`config.mk`:
```
export PLATFORM = sky130hd
export DESIGN_NAME = uart_block_assembler
export DESIGN_NICKNAME = d
export VERILOG_FILES = /design/src/rtl/uart_block_assembler.sv
export SDC_FILE = /design/constraint.sdc
export NUM_CORES = 1
export LEC_CHECK = 0
export ABC_AREA = 1
export CAP_MARGIN = 20
export CORE_AREA = 5 5 223 225
export DETAILED_ROUTE_END_ITERATION = 12
export DIE_AREA = 0 0 228 230
export PLACE_DENSITY_LB_ADDON = 0.15
export REMOVE_ABC_BUFFERS = 1
export SKIP_LAST_GASP = 1
export SYNTH_ARGS = -nofsm -noshare
export SYNTH_HDL_FRONTEND = slang
export SYNTH_SLANG_ARGS = --single-unit
```
`constraint.sdc`:
```
create_clock -name Clk -period 1.55 [get_ports Clk]
set_input_delay 0.155 -clock Clk [delete_from_list [all_inputs] [get_ports Clk]]
set_output_delay 0.155 -clock Clk [all_outputs]
set_load 0.05 [all_outputs]
```
`src/rtl/uart_block_assembler.sv`:
```
// Packs UART receiver bytes into 128-bit AES key / plaintext blocks.
// Partial blocks are dropped on clr, on an inter-byte timeout, or on a key_sel change.
module uart_block_assembler #(
  parameter logic [31:0] TIMEOUT_CYCLES  = 32'd5_000_000,
  parameter int          BYTES_PER_BLOCK = 16
) (
  input  logic         Clk,
  input  logic         Rst_n,
  input  logic [7:0]   RxData,
  input  logic         RxDone,
  input  logic         key_sel,
  input  logic         clr,
  output logic [127:0] key_out,
  output logic [127:0] data_out,
  output logic         key_valid,
  output logic         data_valid,
  output logic [3:0]   byte_cnt,
  output logic         busy,
  output logic         timeout_err,
  output logic         sel_err
);

  typedef enum logic {IDLE, COLLECT} state_t;

  localparam logic [3:0] LAST_IDX = 4'(BYTES_PER_BLOCK - 1);

  state_t         state_q, state_d;
  logic           rxdone_q;
  logic           accept;
  // Only the 15 most recent bytes are kept; the 16th arrives on RxData.
  logic [119:0]   shift_q, shift_d;
  logic [127:0]   key_q, key_d;
  logic [127:0]   data_q, data_d;
  logic           target_q, target_d;
  logic [3:0]     cnt_q, cnt_d;
  logic [31:0]    timer_q, timer_d;
  logic           key_vld_q, key_vld_d;
  logic           data_vld_q, data_vld_d;
  logic           terr_q, terr_d;
  logic           serr_q, serr_d;
  logic           timeout_hit;

  assign accept      = RxDone & ~rxdone_q;
  assign timeout_hit = (TIMEOUT_CYCLES != 32'd0) && (timer_q == (TIMEOUT_CYCLES - 32'd1));

  always_ff @(posedge Clk or negedge Rst_n) begin
    if (!Rst_n) begin
      state_q    <= IDLE;
      rxdone_q   <= 1'b0;
      shift_q    <= '0;
      key_q      <= '0;
      data_q     <= '0;
      target_q   <= 1'b0;
      cnt_q      <= '0;
      timer_q    <= '0;
      key_vld_q  <= 1'b0;
      data_vld_q <= 1'b0;
      terr_q     <= 1'b0;
      serr_q     <= 1'b0;
    end else begin
      state_q    <= state_d;
      rxdone_q   <= RxDone;
      shift_q    <= shift_d;
      key_q      <= key_d;
      data_q     <= data_d;
      target_q   <= target_d;
      cnt_q      <= cnt_d;
      timer_q    <= timer_d;
      key_vld_q  <= key_vld_d;
      data_vld_q <= data_vld_d;
      terr_q     <= terr_d;
      serr_q     <= serr_d;
    end
  end

  always_comb begin
    state_d    = state_q;
    shift_d    = shift_q;
    key_d      = key_q;
    data_d     = data_q;
    target_d   = target_q;
    cnt_d      = cnt_q;
    timer_d    = timer_q;
    key_vld_d  = 1'b0;
    data_vld_d = 1'b0;
    terr_d     = 1'b0;
    serr_d     = 1'b0;

    case (state_q)
      IDLE: begin
        timer_d = '0;
        if (accept) begin
          shift_d  = {shift_q[111:0], RxData};
          target_d = key_sel;
          cnt_d    = 4'd1;
          state_d  = COLLECT;
        end
      end
      COLLECT: begin
        if (clr) begin
          cnt_d   = '0;
          timer_d = '0;
          state_d = IDLE;
        end else if (accept) begin
          timer_d = '0;
          if (key_sel != target_q) begin
            // The byte that exposed the target change opens a fresh block.
            serr_d   = 1'b1;
            shift_d  = {112'd0, RxData};
            target_d = key_sel;
            cnt_d    = 4'd1;
          end else if (cnt_q == LAST_IDX) begin
            if (target_q) begin
              key_d     = {shift_q, RxData};
              key_vld_d = 1'b1;
            end else begin
              data_d     = {shift_q, RxData};
              data_vld_d = 1'b1;
            end
            shift_d = {shift_q[111:0], RxData};
            cnt_d   = '0;
            state_d = IDLE;
          end else begin
            shift_d = {shift_q[111:0], RxData};
            cnt_d   = cnt_q + 4'd1;
          end
        end else if (timeout_hit) begin
          terr_d  = 1'b1;
          cnt_d   = '0;
          timer_d = '0;
          state_d = IDLE;
        end else begin
          timer_d = timer_q + 32'd1;
        end
      end
      default: state_d = IDLE;
    endcase
  end

  assign key_out     = key_q;
  assign data_out    = data_q;
  assign key_valid   = key_vld_q;
  assign data_valid  = data_vld_q;
  assign byte_cnt    = cnt_q;
  assign busy        = (state_q == COLLECT);
  assign timeout_err = terr_q;
  assign sel_err     = serr_q;

endmodule

```
==> key figures <==
Hold path
  • Hold path startpoint: RxDone
  • Hold WC Path Type: primary input to flop

Timing
  • Final setup viols: ~280
  • Post-route clock period utilization: 110.3%
  • Post-route minimum period: approximately 1.7 ns
  • Max Fclk: around 600 MHz
  • Final Hold Viols: 0
  • Tightest Pin Transition: 0.4251 ns
  • RSZ-0062 raised after global routing: yes
  • Final WS setup: -0.1592 ns
  • Clock Skew: 0.01114 ns
  • Fin. max-slew vios: 0
  • Normalized max-slew margin: 71.44%

Synthesis
  • Top post-synthesis cells by area: dfrtp_1 (62%), nand2_1 (7.6%), o21ai_0 (7.2%), o21ai_2 (6.3%), nand3_1 (4.1%)
  • Ys flop type: dfrtp_1
  • Cell with the most instances after synthesis: dfrtp_1
  • Post-synthesis sequential area ratio: approximately 62%
  • Synth Area per Inst: roughly 9.9 µm²
  • Synth warn: 0
  • Commonest cells in the netlist: dfrtp_1 (419), nand2_1 (342), o21ai_0 (242)
  • Post-synthesis instance total: 1693
  • Post-Syn Area: between 15000 and 20000 µm²
  • Post-synth EDFFs: 0
  • Synth area leader: dfrtp_1
  • Yosys cell types: 32
  • Post-synth ARST share: between 90% and 100%
  • Post-synth top area share: 62.38%
  • Number of synthesized register bits: around 420

Layout
  • # fillers: 4402
  • Design Area, Final: 23130 µm²
  • Area grow syn2layout: 37.59%
  • Area of the multi-input gates: ~5400 µm²
  • Antenna diodes: 0
  • Layout cells sized above 1: around 32%
  • Register area: around 10000 µm²
  • Final Util: 48.85%
  • Nets: about 2100

Clock tree
  • CTS Sinks: roughly 420
  • Total number of H-tree levels: 2
  • CTS tree: built
  • CTS Buf Count: between 40 and 50
  • Skew-Pair Late Insertion Delay: 0.58 ns
  • CTS root buf: clkbuf_16
  • Clk buf depth: 3
  • Worst-path clk slew: about 0.060 ns

Power and ir drop
  • Int Pwr: 19.11 mW
  • Sw Ratio: approximately a quarter
  • Reg power frac: roughly 47%
  • VDD IR-drop max: ~0.0008 V
  • Pleak: between 10 and 15 nW
  • Switching power: 6.754 mW
  • Comb pwr share: 10.2%
  • Pwr per Cell Area: between 1000 and 1500 nW/µm²
  • Clk pwr share: 42.9%
  • Final Power: 25.86 mW

GRT
  • Vias in the first global route: between 10000 and 15000
  • All-layer global routing usage: roughly 18%
  • Initial antenna violation count: 0
  • Pin count of the biggest net entering global routing: slightly above 80
  • First-pass GRT wire length: ~76 mm
  • GR Overflow Total: 0

Floorplanning
  • Ports: ~280
  • Die Y: approximately 230 µm
  • Initial core utilization: a little over a third
  • Die Wd: about 230 µm
  • Core box area: about 47000 µm²
  • Cell Rows: 80
  • Die ar.: around 52000 µm²

Setup path
  • Critical path type: flop to flop
  • Critical path cell sequence: ha_2, nand2_2, inv_2, buf_4, buf_4, nand4_4, buf_12, buf_12, nand2_1, o21ai_2
  • CP startpoint: byte_cnt[0]
  • CP endpoint kind: flop
  • Largest stage delay on the critical path: a little under 0.4 ns
  • Data required, critical path: between 2 and 2.5 ns
  • CP max FO: 23
  • CP startpoint kind: flop
  • WP data arrival: about 2.2 ns
  • Worst r2r src: byte_cnt[0]
  • Slowest-stage cell, CP: dfrtp_1

Place
  • Number of I/O port buffers: around 280
  • Post-DP Area: 20430 µm²
  • Post-DP HPWL: roughly 31 mm
  • GPL Wtd Cong: between 0.8 and 0.9

Run status
  • Failing checks: negative setup slack
  • Outcome: complete, but fails checks

Routing
  • Initial drt markers: roughly 970
  • DR pass1 iterations: 5
  • Wire per inst: around 18 µm
  • Remaining antenna violation count after routing: 0
  • Total wire length: 49.89 mm
  • Vias per cell: roughly 4.8
  • DRC viols: 0
  • Via Count: ~13000

Run
  • # Max-Cap Violations: 0
==> power by group through the flow <==
stage          combinational (mW)  sequential (mW)  clock [mW]
5_1_grt                      3.01             12.2        11.9
3_3_place_gp                 2.59             12.3           0
3_5_place_dp                 2.61             12.3           0
4_1_cts                      2.65             12.1        11.5
6_report                     2.64             12.1        11.1
2_1_floorplan                1.33             12.3           0
==> state kept, by name, summed over array words and instances (netlist names) <==
name / cells
timeout_err: 1
timer_q: 32
target_q: 1
sel_err: 1
key_valid: 1
rxdone_q: 1
shift_q: 120
key_out: 128
data_valid: 1
byte_cnt: 4
busy: 1
data_out: 128
==> routing by layer <==
| layer | global-route usage [%] | part of all wire, % | up-vias |
|---|---|---|---|
| met3 | 3.787 | 4.6 | 59 |
| met4 | 3.744 | 1.5 | 0 |
| met2 | 29.36 | 48 | 265 |
| li1 | - | - | 6334 |
| met5 | 0 | 0 | - |
| met1 | 24.85 | 46 | 6437 |
==> layout make-up <==
| class | count | area share, % |
|---|---|---|
| clock inverter | 15 | 0.8548 |
| timing repair buffer | 447 | 18.77 |
| inverter | 168 | 2.748 |
| sequential | 419 | 45.34 |
| multi-input combinational | 1011 | 23.17 |
| tap | 615 | 3.327 |
| clock buffer | 69 | 5.789 |
==> cells by family after synthesis <==
family / share of synthesized area (%)
adder cells (fa/ha/maj): 0.2234
AO/OA/AOI/OAI: 14.17
XOR/XNOR: 0.8859
AND/OR/NAND/NOR: 15.12
buffers and inverters: 7.221
flip-flops: 62.38
==> through the flow <==
step,setup slack [ns],hold WS (ns),setup TNS [ns],cells
final,-0.1592,0.06028,-25.53,2744
after global placement,-0.5043,0.08819,-135.37,2615
after CTS,-0.1893,0.01730,-40.90,2721
after floorplan,-5.379,-0.1406,-1638.55,1598
after detailed placement,-0.5369,0.08857,-142.36,2615
after global routing,-0.2549,0.04441,-62.46,2744
==> placed cells by master (no fill, tap or decap), types with 2 or more instances in the layout <==
master and n:
dfrtp_1 419, clkbuf_16 57, bufinv_16 4, buf_4 368, xnor2_1 4, nor2_2 2, buf_8 3, o21ai_0 207
clkbuf_8 8, inv_6 2, clkbuf_1 14, nand2_4 11, a21oi_1 4, buf_6 7, buf_12 28, nand4_1 9
nand3b_1 2, buf_16 19, ha_2 2, nand3_1 136, inv_2 4, o21ai_1 27, xor2_1 13, nand2_2 7
clkinv_2 8, clkdlybuf4s50_1 11, nor2_1 92, o21ai_2 145, nor3_1 12, nand2_1 325, nor2_4 3, inv_1 163
==> critical path, delay by kind of cell, from the launching register on <==
kind                       cells  cell delay, ns
AOI/OAI and AO/OA              1            0.06
buffers and inverters          5            0.69
DFF                            1            0.39
and+or+nand+nor                3            0.25
adders and majority gates      1            0.20
==> path summary, 6_finish.rpt <==
check                                end  slack (ns)  cells past startpoint
setup reg to reg             key_out[79]       -0.16                     10
setup / recovery             key_out[79]       -0.16                     10
hold reg to reg            data_out[104]        0.48                      2
hold / removal                  rxdone_q        0.06                      1
min in group asynchronous   shift_q[111]        0.09                      2
max in group asynchronous     shift_q[8]        0.73                      4
==> repair_timing <==
action | 4_1_cts | 5_1_grt
gates resized for setup | 44 | 75
endpoints found under the hold margin | 330 | 0
pin swaps | 6 | 6
buffers inserted | 8 | 7
setup endpoints to repair | 381 | 408
gates cloned | 13 | 16
hold buffers | 1 | 0
Power figures use the tool's default switching activity.
